File: src/rtl/mem_port_arbiter.sv
// mem_port_arbiter: CPU/loader arbiter onto one memory port. Minimum latency is 2 cycles (CS at N+1, DONE at N+2), and MEM_* is held while MEM_READY is low.
// The optional ARB_MISALIGN_TRAP_EN define sends misaligned CPU accesses straight to RESP with MISALIGN=1, and they never reach memory.
module mem_port_arbiter #(
    parameter int unsigned STARVE_LIMIT = 4
) (
    input  logic        CLK,
    input  logic        RST,
    input  logic        CPU_OE,
    input  logic        CPU_WS,
    input  logic [31:0] CPU_ADDR,
    input  logic [31:0] CPU_WDATA,
    input  logic [1:0]  CPU_RAM_SEL,
    output logic        CPU_STALL,
    output logic        CPU_DONE,
    input  logic        LD_REQ,
    input  logic        LD_WE,
    input  logic [31:0] LD_ADDR,
    input  logic [31:0] LD_WDATA,
    output logic        LD_DONE,
    output logic [31:0] RDATA,
    output logic        MEM_CS,
    output logic        MEM_WE,
    output logic [3:0]  MEM_BE,
    output logic [31:0] MEM_ADDR,
    output logic [31:0] MEM_WDATA,
    input  logic [31:0] MEM_RDATA,
    input  logic        MEM_READY,
    output logic        MISALIGN
);

    typedef enum logic [1:0] {IDLE, CPU_ACC, LD_ACC, RESP} state_t;

    localparam logic [3:0] LIMIT = 4'(STARVE_LIMIT);

    state_t      state_q, state_d;
    logic [3:0]  starve_q, starve_d;
    logic [31:0] rdata_q, rdata_d;
    logic [31:0] addr_q, addr_d;
    logic [31:0] wdata_q, wdata_d;
    logic [3:0]  be_q, be_d;
    logic        we_q, we_d;
    logic        ld_sel_q, ld_sel_d;

    logic        cpu_req;
    logic        grant_ld;
    logic [3:0]  starve_inc;
    logic [3:0]  cpu_be;
    logic [31:0] cpu_wdata;
    logic [1:0]  unused_ld_addr;

    assign unused_ld_addr = LD_ADDR[1:0];

    assign cpu_req    = CPU_OE | CPU_WS;
    assign grant_ld   = LD_REQ & (~cpu_req | (starve_q == LIMIT));
    assign starve_inc = (starve_q == 4'hF) ? 4'hF : starve_q + 4'd1;

    // Reads always fetch the full word; only stores narrow the byte enables.
    always_comb begin
        cpu_be    = 4'b1111;
        cpu_wdata = CPU_WDATA;
        case (CPU_RAM_SEL)
            2'b01: begin
                cpu_be    = CPU_ADDR[1] ? 4'b1100 : 4'b0011;
                cpu_wdata = {2{CPU_WDATA[15:0]}};
            end
            2'b10: begin
                cpu_be    = 4'b0001 << CPU_ADDR[1:0];
                cpu_wdata = {4{CPU_WDATA[7:0]}};
            end
            default: ;
        endcase
        if (!CPU_WS) begin
            cpu_be = 4'b1111;
        end
    end

`ifdef ARB_MISALIGN_TRAP_EN
    logic mis_q, mis_d;
    logic cpu_misaligned;

    assign cpu_misaligned = ((CPU_RAM_SEL == 2'b00 || CPU_RAM_SEL == 2'b11) && CPU_ADDR[1:0] != 2'b00)
                          || (CPU_RAM_SEL == 2'b01 && CPU_ADDR[0]);
    assign MISALIGN = (state_q == RESP) & mis_q;
`else
    assign MISALIGN = 1'b0;
`endif

    always_comb begin
        state_d  = state_q;
        starve_d = starve_q;
        rdata_d  = rdata_q;
        addr_d   = addr_q;
        wdata_d  = wdata_q;
        be_d     = be_q;
        we_d     = we_q;
        ld_sel_d = ld_sel_q;
`ifdef ARB_MISALIGN_TRAP_EN
        mis_d    = mis_q;
`endif
        case (state_q)
            IDLE: begin
                if (grant_ld) begin
                    state_d  = LD_ACC;
                    starve_d = 4'd0;
                    ld_sel_d = 1'b1;
                    addr_d   = {LD_ADDR[31:2], 2'b00};
                    wdata_d  = LD_WDATA;
                    be_d     = 4'b1111;
                    we_d     = LD_WE;
`ifdef ARB_MISALIGN_TRAP_EN
                    mis_d    = 1'b0;
`endif
                end else if (cpu_req) begin
                    starve_d = LD_REQ ? starve_inc : 4'd0;
                    ld_sel_d = 1'b0;
`ifdef ARB_MISALIGN_TRAP_EN
                    mis_d    = cpu_misaligned;
                    if (cpu_misaligned) begin
                        state_d = RESP;
                    end else begin
                        state_d = CPU_ACC;
                        addr_d  = {CPU_ADDR[31:2], 2'b00};
                        wdata_d = cpu_wdata;
                        be_d    = cpu_be;
                        we_d    = CPU_WS;
                    end
`else
                    state_d  = CPU_ACC;
                    addr_d   = {CPU_ADDR[31:2], 2'b00};
                    wdata_d  = cpu_wdata;
                    be_d     = cpu_be;
                    we_d     = CPU_WS;
`endif
                end
            end
            CPU_ACC, LD_ACC: begin
                if (MEM_READY) begin
                    rdata_d = MEM_RDATA;
                    state_d = RESP;
                end
            end
            RESP: begin
                state_d = IDLE;
            end
            default: begin
                state_d = IDLE;
            end
        endcase
    end

    always_ff @(posedge CLK) begin
        if (RST) begin
            state_q  <= IDLE;
            starve_q <= 4'd0;
            rdata_q  <= 32'd0;
            addr_q   <= 32'd0;
            wdata_q  <= 32'd0;
            be_q     <= 4'd0;
            we_q     <= 1'b0;
            ld_sel_q <= 1'b0;
`ifdef ARB_MISALIGN_TRAP_EN
            mis_q    <= 1'b0;
`endif
        end else begin
            state_q  <= state_d;
            starve_q <= starve_d;
            rdata_q  <= rdata_d;
            addr_q   <= addr_d;
            wdata_q  <= wdata_d;
            be_q     <= be_d;
            we_q     <= we_d;
            ld_sel_q <= ld_sel_d;
`ifdef ARB_MISALIGN_TRAP_EN
            mis_q    <= mis_d;
`endif
        end
    end

    assign MEM_CS    = (state_q == CPU_ACC) || (state_q == LD_ACC);
    assign MEM_WE    = MEM_CS & we_q;
    assign MEM_BE    = be_q;
    assign MEM_ADDR  = addr_q;
    assign MEM_WDATA = wdata_q;
    assign RDATA     = rdata_q;
    assign CPU_DONE  = (state_q == RESP) & ~ld_sel_q;
    assign LD_DONE   = (state_q == RESP) & ld_sel_q;
    assign CPU_STALL = cpu_req & ~CPU_DONE;

endmodule

File: config.mk
export PLATFORM = sky130hd
export DESIGN_NAME = mem_port_arbiter
export DESIGN_NICKNAME = d
export VERILOG_FILES = /design/src/rtl/mem_port_arbiter.sv
export SDC_FILE = /design/constraint.sdc
export NUM_CORES = 1
export LEC_CHECK = 0
export ABC_CLOCK_PERIOD_IN_PS = 1900
export BUFFER_PORTS_ARGS = -buffer_cell sky130_fd_sc_hd__buf_4
export CORE_MARGIN = 2
export CORE_UTILIZATION = 25
export CTS_CLUSTER_SIZE = 20
export DETAILED_ROUTE_END_ITERATION = 7
export HOLD_SLACK_MARGIN = 0.08
export PLACE_DENSITY_LB_ADDON = 0.05
export REMOVE_ABC_BUFFERS = 1
export SYNTH_ARGS = -nofsm -noshare
export SYNTH_HDL_FRONTEND = slang
export SYNTH_SLANG_ARGS = --single-unit
File: constraint.sdc
create_clock -name CLK -period 1.9 [get_ports CLK]
set_input_delay 0.19 -clock CLK [delete_from_list [all_inputs] [get_ports CLK]]
set_output_delay 0.19 -clock CLK [all_outputs]
set_load 0.01 [all_outputs]
* Word level (Yosys, flattened, before mapping)
Cells that the tools add are included.
Word-level totals: output and inout bits 106, bits in registers 108, logic and storage cells 58
Cells by class: muxes and demuxes 22, reductions and logical operators 7, bitwise operators 10, equality and inequality tests 9, shift operators 1, add/sub/neg operators 1
Operators with widths (count):
- $mux W32 | 4
- $pmux W32 S2 | 1
- $mux W4 | 8
- $pmux W4 S2 | 1
- $eq A2 B2 Y1 const B | 3
- $mux W2 | 3
- $pmux W2 S3 | 1
- $reduce_and A2 Y1 | 3
- $and A1 B1 Y1 | 5
- $add A4 B1 Y4 const B | 1
- $eq A2 B1 Y1 const B | 2
- $eq A4 B3 Y1 const B | 1
- $eq A4 B4 Y1 const B | 1
- $mux W1 | 4
- $shl A1 B2 Y4 const A | 1
- $ne A3 B3 Y1 const B | 1
- $not A1 Y1 | 3
- $logic_not A2 Y1 | 1
- $ne A2 B2 Y1 const B | 1
- $or A1 B1 Y1 | 2
- $reduce_bool A2 Y1 | 1
- $reduce_or A2 Y1 | 1
- $logic_or A1 B1 Y1 | 1

* Depth between registers and ports, before layout
word-level depth 6, mapped depth 8, mapped depth without buffers 6

* Worst setup path after synthesis
Ideal clock, no wire load.
path type flip-flop to flip-flop, start point register starve_q[0], end point register wdata_q[8] (netlist: MEM_WDATA[8]), setup slack 0.197 ns, clock period less this slack 1.703 ns, data required time 1.763 ns, stages on the path, launching flop included 9, data arrival time 1.566 ns, cell sequence dfxtp_1 inv_1 ha_1 and3b_2 o21a_1 buf_6 buf_6 a221oi_1 o32ai_1
Between the ends: word-level cells in the longest chain between the ends 5, elaborated cells on any way between the ends 6, classes of those cells 1 x eq/ne; 1 x mux; 2 x bitwise; 2 x reduce/logical
Ends and longest elaborated chain:
- from (decl) | RTL line 36 | logic [3:0] starve_q, starve_d;
- from (signal assigned) | RTL line 166 | starve_q <= starve_d;
- $eq A4 B3 Y1 (*) | RTL line 54 | assign grant_ld = LD_REQ & (~cpu_req | (starve_q == LIMIT));
- $or A1 B1 Y1 (*) | RTL line 54
- $and A1 B1 Y1 (*) | RTL line 54
- $reduce_bool A2 Y1 (no source line)
- $reduce_and A2 Y1 (no source line)
- to (signal assigned) | RTL line 169 | wdata_q <= wdata_d;
- to (decl) | RTL line 39 | logic [31:0] wdata_q, wdata_d;
Mark *: on every way between the ends. The rest lies on a longest branch, timed or not. A chain may end at the register's enable or synchronous reset.

* Worst setup path in the final report
start point register starve_q[1], end point register wdata_q[8] (netlist: MEM_WDATA[8])
Same word-level chain as after synthesis.

==> impl_results.md <==
- Status: completed
- Hold EP: RDATA[16]
- Clock Sinks: ~110
- Worst reg2reg path depth: 7
- Die X: 144 um
- CP Launch Point: starve_q[1]
- HPWL after DPL: ~13 mm
- Vias: roughly 5,400
- Starting Density: 0.254
- Synth warn: 0
- Final core occ: 0.398
- RePlAce Congestion: 0.749
- Power per Cell Area: approximately 1200 mW/mm^2
- EDFF count, synth: 0
- Total wire length after detailed routing: 18.3 mm
- Slew headroom: 0.560
- CP Capture Type: flop
- Critical path's largest stage delay: 370 ps
- # diodes: 0
- Port Buffers: 269
- Worst-skew pair later-pin latency: about 350 ps
- Crit share post-route: 0.925
- Worst-margin pin slew: approximately 660 ps
- Sequential fraction of the synthesis area: 0.431
- Syn Inst Count: 631
- First-pass GRT wire length: ~27 mm
- Reg2reg start: starve_q[1]
- F_max: 569 MHz
- Startpoint types: flop
- Die H: 144 um
- # IOs: 275
- Antenna Nets Post-Route: 0
- Worst VDD drop: 0.000461 V
- Area growth, synth to finish: 56.8%
- Kind of critical path: reg2reg
- Commonest non-fill, non-tap cells in the layout: buf_4, nand2_1, dfxtp_1, nor2_1, a21oi_1
- Vias in the first global route: 5,204
- Crit path max fanout: 9
- CTS tree: built
- Largest cells by area after synthesis: dfxtp_1, nand2_1, a311oi_1, nor2_1, a21oi_1
- Max-Cap Viols: 0
- Hold crit path type: in2reg
- Hold Path Origin: MEM_RDATA[16]
- Synthesized cell area: 0.00493 sq mm
- Worst Clk Skew: 14.5 ps
- CTS buffer count: 9
- Commonest non-fill, non-tap cell in the layout: buf_4
- Cell breakdown of the critical path: inv_1 > ha_1 > and3b_2 > o21a_4 > buf_4 > a221oi_1 > o32ai_1
- DRC Markers: 0
- Hold depth: 3
- Main synth FF type: dfxtp_1
- Slew Viols, Final: 0
- Tmin final: 1760 ps
- Crit path DAT: a little under 2000 ps
- Yosys top cell by area: dfxtp_1
- Clock-pin transition on the worst setup and hold timing paths: 70 ps
- Core footprint: 0.0194 sq mm
- GRT overflow: 0
- Ys async rst share: 0
- Crit-path slowest cell: dfxtp_1
- Largest net degree at the start of global routing: 90
- RSZ-0062 raised after global routing: true
- Share of cells above drive strength 1: 0.364
- DR iter-0 viols: around 180
- RR Endpoint: MEM_WDATA[8]
- Full die area: between 0.02 and 0.025 sq mm
- DR WL/cell: 15.7 um
- Final hold slack: 94.7 ps
- Vias/cell: 4.66
- Reg-to-reg slack, setup: about 140 ps
- H-tree levels: 3
- Final setup fails: 0
- Worst Path Required: 2120 ps
- Row Count: 51
- FF+latch count, synth: between 100 and 150
- Clock Path Buffers: 2
- Initial antenna violation count: 0
- Fin. Hold Viols: 0
- Global-route usage over all layers: 0.166
- Nets: roughly 1,100
- DR pass1 iterations: 6
- Share of the synthesized area in the top cell type: 0.431
- Static leakage: 0.00341 uW
- Syn_area_per_cell: 7.81 sq um
- Root buffer cell: clkbuf_16
- Post-synth cell types: 38
routing by layer:
layer	GRT usage	routed length, um	vias up
li1	-	-	2714
met1	0.199	7640	2485
met2	0.282	8740	205
met3	0.0546	1670	15
met4	0.0511	268	0
met5	0	0	-
cell type report:
class,instances,area [sq um]
Clock buffer,10,239
Clock inverter,6,48.8
Fill cell,2064,11700
Inverter,9,33.8
Multi-Input combinational cell,460,2480
Sequential cell,106,2120
Tap cell,265,332
Timing Repair Buffer,308,2480
synth_stat cells (7+ instances only):
cell      count
a211oi_1     16
clkbuf_1     31
dfxtp_1     106
inv_1         8
buf_4         9
o21ai_0      17
a21oi_1      48
nand2_1     182
a22oi_1       8
buf_2         8
ha_1          7
o32ai_1      16
nor2_1       77
a311oi_2      7
a221oi_1      8
a311oi_1     36
buf_6         9
stage by stage:
step / instances / worst slack, ps / cell area, sq um / setup TNS (ps) / power (uW)
global route: 1164 / -9.90 / 7730 / -17.2 / 10400
detailed placement: 1133 / 90.0 / 7260 / 0 / 7860
finish: 1164 / 143 / 7730 / 0 / 9650
floorplan: 575 / -2360 / 4610 / -117530 / 5270
CTS: 1163 / 80.7 / 7680 / 0 / 9790
global placement: 1133 / 136 / 7260 / 0 / 7770
report_power, final:
part / internal (uW) / switching (uW) / total [uW]
sequential: 2940 / 369 / 3310
combinational: 2110 / 2380 / 4490
clock: 942 / 908 / 1850
worst max-delay path: cells and delay by family, from the launching register on:
kind	cells	cell delay [ps]
simple gates	1	250
flops	1	370
fa+ha+maj	1	190
buf+inv	2	240
compound gates	3	590
worst max-delay path by stage:
stage | endpoint | slack [ps]
floorplan | MEM_WDATA[18] | -2360
global placement | MEM_WDATA[8] | 140
detailed placement | MEM_ADDR[23] | 90
CTS | MEM_ADDR[23] | 80
global route | MEM_WDATA[16] | -10
finish | MEM_WDATA[8] | 140
state kept, by name (all words and copies together) (netlist names):
| name | flops |
|---|---|
| ld_sel_q | 1 |
| MEM_ADDR | 30 |
| we_q | 1 |
| RDATA | 32 |
| state_q | 2 |
| starve_q | 4 |
| MEM_BE | 4 |
| MEM_WDATA | 32 |
timing repair:
item	in CTS	in global routing
hold buffers	14	0
gates resized for setup	0	3
hold endpoints to repair	14	0
setup endpoints to repair	0	19
buffers inserted	0	0
cells by family (layout without fill, tap and decap cells):
logic type,after synthesis,count (layout),synth area share
buffers and inverters,67,333,0.0736
adders and majority gates,7,7,0.0178
DFF,106,106,0.431
and+or+nand+nor,287,287,0.235
other,1,3,0.000761
AOI/OAI and AO/OA,163,163,0.242
No activity file was read; power rests on OpenSTA's default activity.
